--- config.mk ---
export PLATFORM = sky130hd
export DESIGN_NAME = adpll_lock_monitor
export DESIGN_NICKNAME = d
export VERILOG_FILES = /design/src/rtl/adpll_lock_monitor.sv
export SDC_FILE = /design/constraint.sdc
export NUM_CORES = 1
export LEC_CHECK = 0
export ABC_AREA = 1
export CORE_MARGIN = 2
export CORE_UTILIZATION = 25
export DETAILED_ROUTE_END_ITERATION = 10
export GPL_TIMING_DRIVEN = 0
export PLACE_DENSITY_LB_ADDON = 0.25
export SYNTH_ARGS = -nofsm -noshare
export SYNTH_HDL_FRONTEND = slang
export SYNTH_SLANG_ARGS = --single-unit
--- constraint.sdc ---
create_clock -name fpga_clk_i -period 2.85 [get_ports fpga_clk_i]
set_input_delay 0.57 -clock fpga_clk_i [delete_from_list [all_inputs] [get_ports fpga_clk_i]]
set_output_delay 0.57 -clock fpga_clk_i [all_outputs]
set_load 0.03 [all_outputs]
--- src/rtl/adpll_lock_monitor.sv ---
// Lock detector for one ADPLL node: synchronises the node's divided clock, windows the
// phase error, debounces lock/unlock, flags reference loss and tracks the peak |error|.
module adpll_lock_monitor #(
  parameter int PDET_WIDTH   = 8,
  parameter int LOCK_COUNT   = 16,
  parameter int UNLOCK_COUNT = 4,
  parameter int REF_TIMEOUT  = 1024,
  parameter int CNT_WIDTH    = 8
) (
  input  logic                  fpga_clk_i,
  input  logic                  reset_i,
  input  logic                  enable_i,
  input  logic                  ref_i,
  input  logic [PDET_WIDTH-1:0] error_i,
  input  logic [PDET_WIDTH-1:0] thresh_i,
  input  logic                  clear_peak_i,
  output logic                  locked_o,
  output logic                  ref_lost_o,
  output logic                  lock_event_o,
  output logic                  unlock_event_o,
  output logic [1:0]            state_o,
  output logic [PDET_WIDTH-2:0] peak_err_o
);

  typedef enum logic [1:0] {
    UNLOCKED  = 2'd0,
    ACQUIRING = 2'd1,
    LOCKED    = 2'd2,
    LOSING    = 2'd3
  } state_t;

  localparam int TCNT_W = $clog2(REF_TIMEOUT + 1);
  localparam logic [TCNT_W-1:0]     TCNT_MAX = TCNT_W'(REF_TIMEOUT - 1);
  localparam logic [CNT_WIDTH-1:0]  LOCK_N   = CNT_WIDTH'(LOCK_COUNT);
  localparam logic [CNT_WIDTH-1:0]  UNLOCK_N = CNT_WIDTH'(UNLOCK_COUNT);
  localparam logic [PDET_WIDTH-1:0] ERR_MIN  = {1'b1, {(PDET_WIDTH-1){1'b0}}};

  logic                  s1, s2, s3;
  logic                  strobe;
  logic                  smp_q, vld_q, good_q;
  logic [PDET_WIDTH-1:0] err_q;
  logic [PDET_WIDTH-1:0] err_neg;
  logic [PDET_WIDTH-2:0] mag, mag_q;
  logic                  good;
  logic [CNT_WIDTH-1:0]  cnt, cnt_inc;
  logic [TCNT_W-1:0]     tcnt;
  logic                  timeout;
  state_t                state;

  assign strobe   = s2 & ~s3;
  assign cnt_inc  = cnt + CNT_WIDTH'(1);
  assign timeout  = (tcnt == TCNT_MAX);
  assign state_o  = state;
  assign locked_o = (state == LOCKED) || (state == LOSING);

  always_ff @(posedge fpga_clk_i or posedge reset_i) begin
    if (reset_i) begin
      s1 <= 1'b0;
      s2 <= 1'b0;
      s3 <= 1'b0;
    end else begin
      s1 <= ref_i;
      s2 <= s1;
      s3 <= s2;
    end
  end

  // |error| in PDET_WIDTH-1 bits; the most negative code saturates to all ones
  always_comb begin
    err_neg = '0 - err_q;
    if (!err_q[PDET_WIDTH-1])   mag = err_q[PDET_WIDTH-2:0];
    else if (err_q == ERR_MIN)  mag = '1;
    else                        mag = err_neg[PDET_WIDTH-2:0];
    good = ({1'b0, mag} <= thresh_i);
  end

  always_ff @(posedge fpga_clk_i or posedge reset_i) begin
    if (reset_i) begin
      smp_q  <= 1'b0;
      err_q  <= '0;
      vld_q  <= 1'b0;
      good_q <= 1'b0;
      mag_q  <= '0;
    end else begin
      smp_q <= strobe;
      if (strobe) err_q <= error_i;
      vld_q <= smp_q;
      if (smp_q) begin
        good_q <= good;
        mag_q  <= mag;
      end
    end
  end

  always_ff @(posedge fpga_clk_i or posedge reset_i) begin
    if (reset_i) begin
      state          <= UNLOCKED;
      cnt            <= '0;
      tcnt           <= '0;
      ref_lost_o     <= 1'b0;
      lock_event_o   <= 1'b0;
      unlock_event_o <= 1'b0;
      peak_err_o     <= '0;
    end else begin
      lock_event_o   <= 1'b0;
      unlock_event_o <= 1'b0;

      if (vld_q && enable_i)
        peak_err_o <= (clear_peak_i || (mag_q > peak_err_o)) ? mag_q : peak_err_o;
      else if (clear_peak_i)
        peak_err_o <= '0;

      if (!enable_i) begin
        state      <= UNLOCKED;
        cnt        <= '0;
        tcnt       <= '0;
        ref_lost_o <= 1'b0;
      end else begin
        if (strobe)        tcnt <= '0;
        else if (!timeout) tcnt <= tcnt + TCNT_W'(1);

        if (strobe)       ref_lost_o <= 1'b0;
        else if (timeout) ref_lost_o <= 1'b1;

        // Timeout overrides the state; a coincident sample is applied as if from UNLOCKED
        if (timeout) begin
          if (state == LOCKED || state == LOSING) unlock_event_o <= 1'b1;
          if (vld_q && good_q) begin
            state <= ACQUIRING;
            cnt   <= CNT_WIDTH'(1);
          end else begin
            state <= UNLOCKED;
            cnt   <= '0;
          end
        end else if (vld_q) begin
          case (state)
            UNLOCKED: begin
              if (good_q) begin
                state <= ACQUIRING;
                cnt   <= CNT_WIDTH'(1);
              end else begin
                cnt <= '0;
              end
            end
            ACQUIRING: begin
              if (!good_q) begin
                state <= UNLOCKED;
                cnt   <= '0;
              end else if (cnt_inc == LOCK_N) begin
                state        <= LOCKED;
                cnt          <= '0;
                lock_event_o <= 1'b1;
              end else begin
                cnt <= cnt_inc;
              end
            end
            LOCKED: begin
              if (!good_q) begin
                state <= LOSING;
                cnt   <= CNT_WIDTH'(1);
              end
            end
            LOSING: begin
              if (good_q) begin
                state <= LOCKED;
                cnt   <= '0;
              end else if (cnt_inc == UNLOCK_N) begin
                state          <= UNLOCKED;
                cnt            <= '0;
                unlock_event_o <= 1'b1;
              end else begin
                cnt <= cnt_inc;
              end
            end
            default: begin
              state <= UNLOCKED;
              cnt   <= '0;
            end
          endcase
        end
      end
    end
  end

endmodule
==> flow_summary.ini, run 1 <==
[grt]
antenna_found_initial = 0
grt_pass1_vias = 2560
grt_max_degree = 41
grt_use_total_pct = 11.1
gr-total-overflow = 0
grt_pass1_wl_microns = 11900

[layout]
final-seq-area_sq_mm = 0.00130
drive_above_1_share_pct = 8.69
diodes = 0
area_growth_pct = 23.8
final_util_pct = 31.4
multi_input_area_sq_mm = 0.00144
nFillCells = 1250
final_nets = 463

[cts]
cts_sinks = 52
h-tree-depth = 2
worstSkewPairLatency_ns = 0.29
numCtsBuffers = 5
clockBufferDepth = 2
post_cts.repair.setup_buffers = 0
cts_tree = done
cts_resized = 0
path_clk_slew_ns = 0.07
cts_hold_buf = 0
root_buffer = clkbuf_16

[floorplanning]
start_util_pct = 25.4
placementRows = 40
dieArea_sq_mm = 0.0129
die_x_microns = 114
pin_count = 34
die_y_microns = 114
core_sq_mm = 0.0119

[worst_setup_path]
critPathMostFrequentCell = a21oi_1
cp-start-kind = flip-flop
critPathMaxStageDelay_ns = 0.41
r2r_end = good_q
crit_arrival_ns = 2.73
rr_worst_depth = 15
crit_chain = inv_1 > ha_1 > inv_1 > nor3_2 > nand3_1 > nor3_2 > nor3_1 > a21oi_1 > ha_1 > a21oi_1 > o21a_1 > o21ai_0 > a21oi_1 > nor2_1 > a21oi_1
r2r_start = err_q[0]
worstPathMaxFanout = 4
worst-r2r-setup-slack_ns = 0.33
crit_required_ns = 3.06
slowest_stage = dfrtp_1
crit_type = reg -> reg
end_kind = flip-flop

[routing]
vias = 2550
post-route-drc-count = 0
drtIter0Drc = 62
wl_per_cell_microns = 11.6
vias_per_cell = 4.45
finalWirelength_microns = 6620
first_pass_iters = 4
ant_nets = 0

[timing]
fin_skew_ns = 0.00741
grt_setup_unrepaired = false
fin_crit_ns = 2.52
fmax_ghz = 0.397
fin_tns_setup_ns = 0
slew_headroom_pct = 53.9
finalHoldViolCount = 0
finalCritPeriodShare_pct = 88.3
setup_viol = 0
slew_violations = 0
tightest_slew_ns = 0.689

[power]
power_leakage_nw = 1.76
irDropWorstVdd_mv = 0.290
powerDensity_mw_per_mm2 = 587

[place]
finalWeightedCongestion = 0.817
dp_hpwl_microns = 5140
io_buffer_count = 33

[worst_hold_path]
min_to = s2
min-delay-start = s1
min_path_type = reg -> reg
whs_path_depth = 0

[synth]
ys_ff_latch = 52
yosys_warnings = 0
synth-edff-count = 0
synth.distinct_cells = 37
ys_seq_area_share_pct = 43.3
synth_area_per_cell_sq_um = 7.83
synth_ff_type = dfrtp_1
syn-num-nets = 422
ys_async_sr_fraction_pct = 100
synthesis.area_sq_mm = 0.00301
synth_cells = 384

[run]
maxCapViolCount = 0

[status]
outcome = complete, no violations
==> final cells by class <==
type	instances	area share (%)
Tap cell	147	4.94
Multi-Input combinational cell	264	38.8
Buffer	6	0.672
Timing Repair Buffer	34	9.41
Sequential cell	52	34.9
Clock buffer	7	4.10
Clock inverter	1	0.806
Inverter	62	6.38
==> cells in the mapped netlist, drive strengths merged, types with 2 or more instances <==
library cell  number  share of area (%)
nand2             94                 13
inv               60                7.5
dfrtp             52                 43
nand3             39                7.4
nor2              34                5.2
o21ai             30                5.1
a21oi             18                3.0
ha                17                7.1
nor3               6                1.3
clkbuf             5               0.67
nand4              5                1.0
o22ai              4               0.83
o31ai              3               0.91
xor2               3               0.87
a31oi              2               0.42
clkinv             2               0.42
nor4               2               0.42
o21bai             2               0.50
==> logic make-up (layout without fill, tap and decap cells) <==
family | count (synthesis) | in the layout | share of synthesized area [%]
and+or+nand+nor | 182 | 182 | 28.5
xor gates and xnor gates | 3 | 3 | 0.874
adders and majority gates | 17 | 17 | 7.07
buffers and inverters | 68 | 110 | 8.74
DFF | 52 | 52 | 43.3
AOI/OAI and AO/OA | 62 | 62 | 11.6
==> worst max path at each step <==
| stage | endpoint | slack [ns] | from |
|---|---|---|---|
| 3_3_place_gp | peak_err_o[4] | -0.07 | reset_i |
| 5_1_grt | good_q | 0.08 | err_q[1] |
| 6_report | good_q | 0.33 | err_q[0] |
| 4_1_cts | good_q | 0.33 | err_q[1] |
| 3_5_place_dp | good_q | 0.34 | err_q[1] |
| 2_1_floorplan | good_q | 0.68 | err_q[1] |
==> power breakdown <==
group	switching [mW]	internal [mW]	total [mW]	leakage (nW)
combinational	0.350	0.231	0.581	0.987
sequential	0.0675	0.807	0.874	0.682
clock	0.267	0.463	0.730	0.0901
==> state kept, by name (all words and copies together) (netlist names) <==
name            cells
err_q               8
ref_lost_o          1
tcnt               11
unlock_event_o      1
smp_q               1
s3                  1
lock_event_o        1
s2                  1
peak_err_o          7
mag_q               7
state_o             2
s1                  1
good_q              1
vld_q               1
cnt                 8
==> metrics by stage <==
stage	power [mW]	setup slack [ns]	instance area (sq um)	std cells	hold WS, ns
2_1_floorplan	1.28	0.681	3010	384	0.331
3_3_place_gp	1.46	-0.0680	3520	564	0.335
3_5_place_dp	1.47	0.335	3540	565	0.343
4_1_cts	2.22	0.325	3720	573	0.353
5_1_grt	2.33	0.0786	3720	573	0.357
6_report	2.19	0.332	3720	573	0.346
==> routing by layer <==
layer	wire, microns	GRT usage [%]	vias to the layer above
met1	3280	14.9	1173
li1	-	-	1329
met2	3070	18.7	41
met4	73	2.76	0
met5	0	0	-
met3	195	1.91	7
==> layout by cell type, fill, tap and decap left out, types with 5 or more instances in the layout <==
cell	instances
nor2_1	28
clkdlybuf4s50_1	33
ha_1	17
nand4_1	5
nand3_1	35
nand2_2	7
inv_1	57
dfrtp_1	52
a21oi_1	18
clkbuf_16	5
o21ai_0	26
nand2_1	86
==> worst max-delay path: cells and delay by family, from the launching register on <==
kind,cells,cell delay [ns]
AO/OA/AOI/OAI,6,0.76
AND/OR/NAND/NOR,5,0.70
adder cells (fa/ha/maj),2,0.43
flip-flops,1,0.41
buffers and inverters,2,0.13
No activity file was read; power rests on OpenSTA's default activity.
==> inputs of run 2 (changes only) <==
==> constraint.sdc (replaced) <==
create_clock -name fpga_clk_i -period 2.8 [get_ports fpga_clk_i]
set_input_delay 0.28 -clock fpga_clk_i [delete_from_list [all_inputs] [get_ports fpga_clk_i]]
set_output_delay 0.28 -clock fpga_clk_i [all_outputs]
set_load 0.03 [all_outputs]
==> results of run 2 <==
Same layout as run 1 (identical final DEF). Status: complete, no violations.
Main changes from that run: setup slack after placement 0.335 ns -> 0.285 ns; setup slack after layout 0.332 ns -> 0.282 ns; hold slack 0.346 ns -> 0.256 ns; register-to-register setup slack 0.33 ns -> 0.28 ns; total power 2.19 mW -> 2.22 mW; worst IR drop on VDD 0.290 mV -> 0.295 mV
==> inputs of run 3 (changes only) <==
--- a/config.mk
+++ b/config.mk
@@ -8,6 +8,8 @@
 export ABC_AREA = 1
 export CORE_MARGIN = 2
 export CORE_UTILIZATION = 25
+export CTS_BUF_LIST = sky130_fd_sc_hd__clkbuf_8
+export CTS_CLUSTER_SIZE = 12
 export DETAILED_ROUTE_END_ITERATION = 10
 export GPL_TIMING_DRIVEN = 0
 export PLACE_DENSITY_LB_ADDON = 0.25
==> constraint.sdc (replaced) <==
create_clock -name fpga_clk_i -period 2.7 [get_ports fpga_clk_i]
set_input_delay 0.27 -clock fpga_clk_i [delete_from_list [all_inputs] [get_ports fpga_clk_i]]
set_output_delay 0.27 -clock fpga_clk_i [all_outputs]
set_load 0.03 [all_outputs]
==> flow_summary.ini, run 3 (synthesis gave the netlist of run 1 again) <==
[status]
outcome = complete, no violations

[cts]
numCtsBuffers = 5
cts_tree = done
worstSkewPairLatency_ns = 0.31
cts_sinks = 52
path_clk_slew_ns = 0.10
h-tree-depth = 2
root_buffer = clkbuf_8
post_cts.repair.setup_buffers = 0
clockBufferDepth = 2

[timing]
slew_violations = 0
slew_headroom_pct = 53.8
fin_skew_ns = 0.0114
fmax_ghz = 0.408
tightest_slew_ns = 0.690
finalHoldViolCount = 0
finalCritPeriodShare_pct = 90.8
fin_tns_setup_ns = 0
setup_viol = 0
fin_crit_ns = 2.45
grt_setup_unrepaired = false

[worst_setup_path]
crit_chain = inv_1 > ha_1 > inv_1 > nor3_4 > nand3_2 > nor3_4 > nor3_1 > a21oi_1 > ha_1 > a21oi_1 > o21a_1 > o21ai_0 > a21oi_1 > nor2_1 > a21oi_1
crit_type = reg -> reg
end_kind = flip-flop
critPathMaxStageDelay_ns = 0.42
cp-start-kind = flip-flop
crit_required_ns = 2.93
worst-r2r-setup-slack_ns = 0.25
worstPathMaxFanout = 4
critPathMostFrequentCell = a21oi_1
cp_top_family = compound AO/OA/AOI/OAI gates
critPathLaunch = err_q[0]
crit_buf_inv = 2
slowest_stage = dfrtp_1
r2r_start = err_q[0]
crit_arrival_ns = 2.68

[layout]
layout.cells.most_common_list = nand2_1 (86), inv_1 (57), dfrtp_1 (52)
mostFrequentLayoutCell = nand2_1
final-seq-area_sq_mm = 0.00130
area_growth_pct = 22.5
reg_top3 = tcnt (11), cnt (8), err_q (8)
largest_reg_flops = 11
diodes = 0
nFillCells = 1261
multi_input_area_sq_mm = 0.00146
drive_above_1_share_pct = 8.92
final_nets = 463
regMostFlops = tcnt

[routing]
finalWirelength_microns = 6560
wl_met3_microns = 206
wl_per_cell_microns = 11.5
met2_length_microns = 3040
vias_per_cell = 4.45
post-route-drc-count = 0
top_layer = met4
drtIter0Drc = 63
ant_nets = 0
wl_met1_microns = 3240
first_pass_iters = 4
vias = 2547

[grt]
antenna_found_initial = 0
grt_use_total_pct = 11.1
grt_pass1_vias = 2563
grt_pass1_wl_microns = 11900
gr-total-overflow = 0
grt_max_degree = 41

[floorplanning]
core_sq_mm = 0.0119
dieArea_sq_mm = 0.0129
die_y_microns = 114
pin_count = 34
die_x_microns = 114
start_util_pct = 25.4
placementRows = 40

[place]
io_buffer_count = 33
dp_hpwl_microns = 5140
finalWeightedCongestion = 0.817

[power]
powerDensity_mw_per_mm2 = 578
finalPower_mw = 2.13
irDropWorstVdd_mv = 0.295
power_leakage_nw = 1.74

[worst_hold_path]
min_path_type = in -> async

[run]
maxCapViolCount = 0
==> run 3: cell count changes in the layout (fill, tap and decap cells not counted) <==
cell	delta
nor3_2	-2
clkbuf_16	-5
nand3_2	+1
clkbuf_8	+5
nor3_4	+2
nand3_1	-1
==> run 3: per-stage QoR <==
| step | hold WS [ns] | util [%] | cell area [sq um] | cells | setup WS [ns] |
|---|---|---|---|---|---|
| after floorplan | 0.301 | - | 3010 | 384 | 0.531 |
| after global placement | 0.335 | 29.7 | 3520 | 564 | 0.0820 |
| after detailed placement | 0.343 | 29.9 | 3540 | 565 | 0.185 |
| after CTS | 0.228 | 30.9 | 3670 | 573 | 0.166 |
| after global routing | 0.249 | 31.1 | 3690 | 573 | 0.00314 |
| final | 0.220 | 31.1 | 3690 | 573 | 0.248 |
==> run 3: power by group <==
group	total, mW	switching, mW	leakage [nW]	internal [mW]
Clock	0.589	0.262	0.0645	0.328
Sequential	0.923	0.0724	0.682	0.851
Combinational	0.617	0.372	0.991	0.245
==> run 3: area by class of cell <==
cell class / instances / share of cell area (%)
plain buffers: 6 / 0.679
clock inverters: 1 / 0.815
flip-flops and latches: 52 / 35.3
clock buffers: 7 / 2.61
multi-input cells: 264 / 39.6
repair buffers: 34 / 9.50
well taps: 147 / 4.99
inverters: 62 / 6.45
==> run 3: layer usage <==
metal / track usage [%] / up-vias
li1: - / 1332
met2: 18.7 / 49
met3: 1.91 / 6
met4: 2.76 / 0
met1: 14.9 / 1160
met5: 0 / -
==> run 3: path summary, 6_finish.rpt <==
check                      endpoint  cells after the start
max in group asynchronous  mag_q[0]                      3
setup / recovery             good_q                     15
setup reg to reg             good_q                     15
hold / removal               cnt[3]                      2
min in group fpga_clk_i          s2                      0
hold reg to reg                  s2                      0
==> run 3: repair_timing <==
item	CTS	global route
hold buffers	0	0
resized for setup	0	3
setup endpoints to repair	0	1
==> run 3: worst register-to-register path: stages (launching register included) <==
cell	delay, ns
dfrtp_1	0.42
inv_1	0.08
ha_1	0.14
inv_1	0.07
nor3_4	0.16
nand3_2	0.13
nor3_4	0.19
nor3_1	0.07
a21oi_1	0.21
ha_1	0.29
a21oi_1	0.14
o21a_1	0.11
o21ai_0	0.06
a21oi_1	0.13
nor2_1	0.06
a21oi_1	0.11
